[src/rtl/rvx_spi_subordinate.sv]
// SPI mode-0 subordinate: oversampled pins, MSB-first full-duplex words over valid/ready.
// Latency: pin edges act two clocks after first sampling; rx_valid is registered one cycle after.
// Backpressure: one-entry TX holding buffer (tx_ready = empty); an empty buffer at load sends zeros.
module rvx_spi_subordinate #(
    parameter int DATA_WIDTH = 8
) (
    input  logic                  clock,
    input  logic                  reset_n,
    input  logic                  sclk,
    input  logic                  pico,
    input  logic                  cs,
    output logic                  poci,
    output logic                  poci_oe,
    input  logic [DATA_WIDTH-1:0] tx_data,
    input  logic                  tx_valid,
    output logic                  tx_ready,
    output logic [DATA_WIDTH-1:0] rx_data,
    output logic                  rx_valid,
    output logic                  tx_underrun
);

    localparam int CW = $clog2(DATA_WIDTH);

    typedef enum logic {
        IDLE   = 1'b0,
        ACTIVE = 1'b1
    } state_t;

    logic [1:0] sclk_sync_q, pico_sync_q, cs_sync_q;
    logic       sclk_prev_q, cs_prev_q;
    logic       sclk_s, pico_s, cs_s;
    logic       sclk_rise, sclk_fall, cs_fall, cs_rise;

    state_t                state_q, state_d;
    logic [CW-1:0]         bit_count_q, bit_count_d;
    logic                  word_done_q, word_done_d;
    logic [DATA_WIDTH-1:0] rx_shift_q, rx_shift_d;
    logic [DATA_WIDTH-1:0] rx_data_q, rx_data_d;
    logic                  rx_valid_q, rx_valid_d;
    logic [DATA_WIDTH-1:0] tx_shift_q, tx_shift_d;
    logic                  tx_underrun_q, tx_underrun_d;
    logic [DATA_WIDTH-1:0] buf_dat_q, buf_dat_d;
    logic                  buf_full_q, buf_full_d;
    logic                  word_load;
    logic                  buf_wr;
    logic [DATA_WIDTH-1:0] rx_next;

    assign sclk_s = sclk_sync_q[1];
    assign pico_s = pico_sync_q[1];
    assign cs_s   = cs_sync_q[1];

    assign sclk_rise = sclk_s & ~sclk_prev_q;
    assign sclk_fall = ~sclk_s & sclk_prev_q;
    assign cs_fall   = ~cs_s & cs_prev_q;
    assign cs_rise   = cs_s & ~cs_prev_q;

    assign rx_next = {rx_shift_q[DATA_WIDTH-2:0], pico_s};
    assign buf_wr  = tx_valid & ~buf_full_q;

    always_comb begin
        state_d       = state_q;
        bit_count_d   = bit_count_q;
        word_done_d   = word_done_q;
        rx_shift_d    = rx_shift_q;
        rx_data_d     = rx_data_q;
        rx_valid_d    = 1'b0;
        tx_shift_d    = tx_shift_q;
        tx_underrun_d = 1'b0;
        buf_dat_d     = buf_dat_q;
        buf_full_d    = buf_full_q;
        word_load     = 1'b0;

        case (state_q)
            IDLE: begin
                if (cs_fall) begin
                    state_d     = ACTIVE;
                    bit_count_d = '0;
                    word_done_d = 1'b0;
                    word_load   = 1'b1;
                end
            end
            ACTIVE: begin
                // A cs edge takes priority over any SCLK edge seen in the same cycle.
                if (cs_rise) begin
                    state_d     = IDLE;
                    bit_count_d = '0;
                    word_done_d = 1'b0;
                end else if (sclk_rise) begin
                    rx_shift_d = rx_next;
                    if (bit_count_q == CW'(DATA_WIDTH - 1)) begin
                        rx_data_d   = rx_next;
                        rx_valid_d  = 1'b1;
                        bit_count_d = '0;
                        word_done_d = 1'b1;
                    end else begin
                        bit_count_d = bit_count_q + CW'(1);
                    end
                end else if (sclk_fall) begin
                    if (word_done_q) begin
                        word_done_d = 1'b0;
                        word_load   = 1'b1;
                    end else begin
                        tx_shift_d = {tx_shift_q[DATA_WIDTH-2:0], 1'b0};
                    end
                end
            end
            default: state_d = IDLE;
        endcase

        // The load sees the pre-write buffer state; a same-cycle write lands afterwards.
        if (word_load) begin
            if (buf_full_q) begin
                tx_shift_d = buf_dat_q;
                buf_full_d = 1'b0;
            end else begin
                tx_shift_d    = '0;
                tx_underrun_d = 1'b1;
            end
        end

        if (buf_wr) begin
            buf_dat_d  = tx_data;
            buf_full_d = 1'b1;
        end
    end

    always_ff @(posedge clock or negedge reset_n) begin
        if (!reset_n) begin
            sclk_sync_q   <= 2'b00;
            pico_sync_q   <= 2'b00;
            cs_sync_q     <= 2'b11;
            sclk_prev_q   <= 1'b0;
            cs_prev_q     <= 1'b1;
            state_q       <= IDLE;
            bit_count_q   <= '0;
            word_done_q   <= 1'b0;
            rx_shift_q    <= '0;
            rx_data_q     <= '0;
            rx_valid_q    <= 1'b0;
            tx_shift_q    <= '0;
            tx_underrun_q <= 1'b0;
            buf_dat_q     <= '0;
            buf_full_q    <= 1'b0;
        end else begin
            sclk_sync_q   <= {sclk_sync_q[0], sclk};
            pico_sync_q   <= {pico_sync_q[0], pico};
            cs_sync_q     <= {cs_sync_q[0], cs};
            sclk_prev_q   <= sclk_s;
            cs_prev_q     <= cs_s;
            state_q       <= state_d;
            bit_count_q   <= bit_count_d;
            word_done_q   <= word_done_d;
            rx_shift_q    <= rx_shift_d;
            rx_data_q     <= rx_data_d;
            rx_valid_q    <= rx_valid_d;
            tx_shift_q    <= tx_shift_d;
            tx_underrun_q <= tx_underrun_d;
            buf_dat_q     <= buf_dat_d;
            buf_full_q    <= buf_full_d;
        end
    end

    assign poci        = tx_shift_q[DATA_WIDTH-1];
    assign poci_oe     = ~cs_s;
    assign tx_ready    = ~buf_full_q;
    assign rx_data     = rx_data_q;
    assign rx_valid    = rx_valid_q;
    assign tx_underrun = tx_underrun_q;

endmodule

[config.mk]
export PLATFORM = sky130hd
export DESIGN_NAME = rvx_spi_subordinate
export DESIGN_NICKNAME = d
export VERILOG_FILES = /design/src/rtl/rvx_spi_subordinate.sv
export SDC_FILE = /design/constraint.sdc
export NUM_CORES = 1
export LEC_CHECK = 0
export ABC_AREA = 1
export BUFFER_PORTS_ARGS = -buffer_cell sky130_fd_sc_hd__buf_2
export CORE_UTILIZATION = 35
export DETAILED_ROUTE_END_ITERATION = 8
export SYNTH_ARGS = -nofsm -noshare
export SYNTH_HDL_FRONTEND = slang
export SYNTH_SLANG_ARGS = --single-unit
[constraint.sdc]
create_clock -name clock -period 3.36 [get_ports clock]
set_clock_uncertainty 0.2 [all_clocks]
set_input_delay 0.168 -clock clock [delete_from_list [all_inputs] [get_ports clock]]
set_output_delay 0.168 -clock clock [all_outputs]
set_load 0.1 [all_outputs]
### After elaboration in Yosys (flattened, before gate mapping)

Cells that the tools add are included.

| operators by class | value |
|---|---|
| equality and inequality tests | 8 |
| add/subtract/negate cells | 1 |
| reductions and logical operators | 8 |
| bitwise operators | 12 |
| multiplexer cells | 34 |

Operators by type and width:

| kind | count |
|---|---|
| 2-to-1 mux 8 bit | 7 |
| 2-to-1 mux 1 bit | 19 |
| 2-to-1 mux 3 bit | 4 |
| NOT 1 bit | 7 |
| inequality test 2 x 1 -> 1 bit, second input constant | 3 |
| case mux 1 bit (2 select lines) | 3 |
| case mux 3 bit (2 select lines) | 1 |
| AND reduction 3 bit | 2 |
| nonzero test 2 bit | 3 |
| AND 1 bit | 5 |
| AND reduction 5 bit | 1 |
| inequality test 4 x 3 -> 1 bit, second input constant | 1 |
| inequality test 4 bit, second input constant | 1 |
| AND reduction 4 bit | 1 |
| adder 3 x 1 -> 3 bit, second input constant | 1 |
| == test 3 bit, second input constant | 1 |
| inequality test 3 bit, second input constant | 1 |
| inequality test 2 bit, second input constant | 1 |
| AND reduction 2 bit | 1 |

| storage, ports and cells | value |
|---|---|
| word-level logic and storage cells | 78 |
| output and inout port bits | 13 |
| bits of input ports | 14 |
| register bits after elaboration | 47 |

### Logic depth before layout (Yosys ltp)

| depth | value |
|---|---|
| word-level depth | 8 |
| depth in mapped cells | 10 |
| mapped depth without buffers | 10 |

### Worst setup path before layout

Ideal clock, no wire load.

| timing path | value |
|---|---|
| kind | register -> register |
| start | register buf_full_q |
| end | register buf_dat_q[0] |
| cell stages (with the launch flop) | 5 |
| clock period less this slack | 2.037 ns |
| arrival time | 1.712 ns |
| setup slack | 1.323 ns |
| buffers on the path | 1 |
| setup time | 0.125 ns |
| required time | 3.035 ns |
| path through | dfrtp_1 buf_2 inv_1 nand2_2 mux2_2 |

| between the ends | value |
|---|---|
| word-level cells in the longest chain between the ends | 2 |

RTL lines:

| element | line | text |
|---|---|---|
| from (decl) | 43 | `logic buf_full_q, buf_full_d;` |
| from (signal assigned) | 159 | `buf_full_q <= buf_full_d;` |
| NOT 1 bit | -- |  |
| via tx_ready | 16 | `output logic tx_ready,` |
| AND 1 bit | 58 | `assign buf_wr = tx_valid & ~buf_full_q;` |
| to (signal assigned) | 158 | `buf_dat_q <= buf_dat_d;` |
| to (decl) | 42 | `logic [DATA_WIDTH-1:0] buf_dat_q, buf_dat_d;` |

The timed path passes the listed nets, and every way through them passes these cells.
A chain may end at the register's enable or synchronous reset.

### Final worst setup path

| timing path | value |
|---|---|
| start | register buf_full_q |
| end | output tx_ready |

| between the ends | value |
|---|---|
| word-level cells in the longest chain between the ends | 1 |

RTL lines:

| element | line | text |
|---|---|---|
| NOT 1 bit | 165 | `assign tx_ready = ~buf_full_q;` |
| to (decl) | 16 |  |

No other way between the ends.

==> metrics.txt <==
CTS root buf clkbuf_8; final worst setup slack 1650 ps; Final setup viols 0; die height 78.5 um; most frequent cells after synthesis nand2_1, dfrtp_1, inv_1; hold_sp tx_valid; Power Density 643 mW/mm^2; Fill cells 562; synth-to-layout area growth 19.6%; RSZ-0062 raised after global routing no; type of origin of the critical path register; grt ovf 0; #FFs+latches synth 47; post-DP HPWL 2.26 mm; first-pass GRT wire length 6.07 mm; drt wl/cell 10.5 um; routing usage on met1 17.0%; Detailed Route Iter0 Violations 67; worst endpoint data arrival time 1340 ps; Post-Syn Instances 208; clk slew on worst S/H paths 80 ps; synth unique cells 24; gr usage total 12.9%; layout cells sized above 1 26.8%; IO Port Bufs 26; largest cells by area after synthesis dfrtp_1, nand2_1, inv_1; final net count 267; CP endpoint kind output port; Max transition margin 33.0%; TritonRoute pass-1 iters 4; grt peak-use layer met2; vias in the first global route 1365; Buf/Inv on CP 2; GRT met3 Usage 3.14%; critical path's slowest cell dfrtp_1; Tcrit/Tclk final 51.0%; outcome finished clean; Crit path max-delay family buffers and inverters; DRT Wirelength 3.37 mm; maximum vdd drop 0.359 mV; Die Area 0.00617 sq mm; Worst Setup SP buf_full_q; H-tree depth 2; RR Startpoint cs_sync_q[1]; vias 1392; Clock Sinks 47; worst skew pair latency 290 ps; Max-cap violations 0; Leak Pwr 1.33 nW; final hold vios 0; final setup TNS 0 ps; Num CTS Buffers 5; Critical Path RT 2990 ps; routability-driven placement congestion ratio 0.698; final core occ 44.0%; worst path cell trace inv_1 > buf_2; CP peak stage delay 480 ps; Slew Viols, Final 0; final std cells w/o fill 322; EDFF count, synth 0; asr flop ratio synth 100%; Avg Inst Size Synth 9.86 sq um; largest net degree at the start of global routing 48; fmax 584 MHz; GRT met2 Usage 19.3%; initial antenna violation count 0; worst-path maximum fanout 10; Mapped Nets 226; post-synthesis sequential area ratio 57.5%; post-synth top area share 53.7%; slew at the pin closest to its max-slew limit 1010 ps; final antenna-violating net count 0; placed insts 302; worst hold path class primary input to register; Post-CTS Setup Inserts 0; top-count cell post-synth nand2_1; Crit Path Class register to output port; # rows 27; Post-synth top flop dfrtp_1; Initial Util 36.8%; vias per cell 4.32; Yosys warning total 0; min Tclk post-route 1710 ps; Ant. Diodes 0; CTS resizes 0; detailed-route DRC error count 0; dominant cell type by area after synthesis dfrtp_1; clock tree buffer depth 2; R2R setup slack 1690 ps; Die W 78.5 um; CTS tree done; # IOs 27; Mapped Area 0.00205 sq mm; Placeable Area 0.00557 sq mm; pre-CTS setup slack 1700 ps
## cell type report
type	count	area, sq um	area share, %
clock buffer	7	86.3	3.52
multi-input combinational	128	731	29.8
tap	72	90.1	3.67
clock inverter	1	5.00	0.204
inverter	29	111	4.54
timing repair buffer	38	250	10.2
sequential	47	1180	48.1
## sequential cells by signal, indices dropped and copies added, names as in the netlist
name	flops
sclk_sync_q	2
cs_prev_q	1
rx_shift_q	7
rx_data	8
rx_valid	1
cs_sync_q	2
pico_sync_q	2
bit_count_q	3
buf_dat_q	8
word_done_q	1
buf_full_q	1
state_q	1
tx_underrun	1
tx_shift_q	8
sclk_prev_q	1
## worst paths after layout
path,endpoint,cells past startpoint
min,buf_full_q,3
max reg2reg,tx_shift_q[6],7
min reg2reg,pico_sync_q[1],0
max,tx_ready,2
max in group asynchronous,tx_shift_q[6],2
min in group asynchronous,rx_data[6],2
## placed cells by master, fill, tap and decap left out, types with 2 or more instances in the layout
cell           synthesis  layout
dfrtp_1               44      44
dlygate4sd3_1          0      12
ha_1                   4       4
inv_2                  3       3
inv_1                 25      25
mux2_2                 8       8
o21ai_2                7       7
nand2_2                3       3
nand2_4                4       4
nand3_1               12      12
nand2_1               69      69
buf_2                  2      26
dfstp_2                3       3
o21ai_0                8       8
o21ai_1                5       5
clkbuf_8               0       6
nand3_2                2       2
## where the power goes
| group | switching, mW | internal (mW) | total, mW |
|---|---|---|---|
| logic | 0.272 | 0.159 | 0.431 |
| registers | 0.0900 | 0.711 | 0.801 |
| clock network | 0.179 | 0.166 | 0.345 |
## per-stage QoR
stage | power [mW] | hold slack, ps | cell area (sq um)
6_report | 1.58 | 39.7 | 2450
5_1_grt | 1.69 | 84.1 | 2450
4_1_cts | 1.60 | 27.2 | 2450
3_5_place_dp | 1.24 | 74.5 | 2240
3_3_place_gp | 1.23 | 73.2 | 2240
2_1_floorplan | 1.15 | -328 | 2050
## worst min-delay path, delay by kind of cell
family | cells | cell delay, ps
AO/OA/AOI/OAI | 1 | 110
buffers and inverters | 1 | 80
AND/OR/NAND/NOR | 1 | 130
## kinds of logic (layout without fill, tap and decap cells)
logic type,count (synthesis),in the layout,share of synthesized area [%]
AND/OR/NAND/NOR,94,94,21.6
multiplexers,8,8,4.39
flip-flops,47,47,57.5
buffers and inverters,33,75,6.83
adder cells (fa/ha/maj),4,4,2.44
AO/OA/AOI/OAI,22,22,7.20
## metal layers
layer / share of wire, % / vias up
met5: 0 / -
met4: 2.6 / 0
li1: - / 725
met3: 2.7 / 5
met2: 43 / 16
met1: 52 / 646
## what timing repair did
| action | 4_1_cts | 5_1_grt |
|---|---|---|
| hold endpoints to repair | 55 | 0 |
| setup endpoints to repair | 0 | 0 |
| hold buffers | 12 | 0 |
No activity file was read; power rests on OpenSTA's default activity.
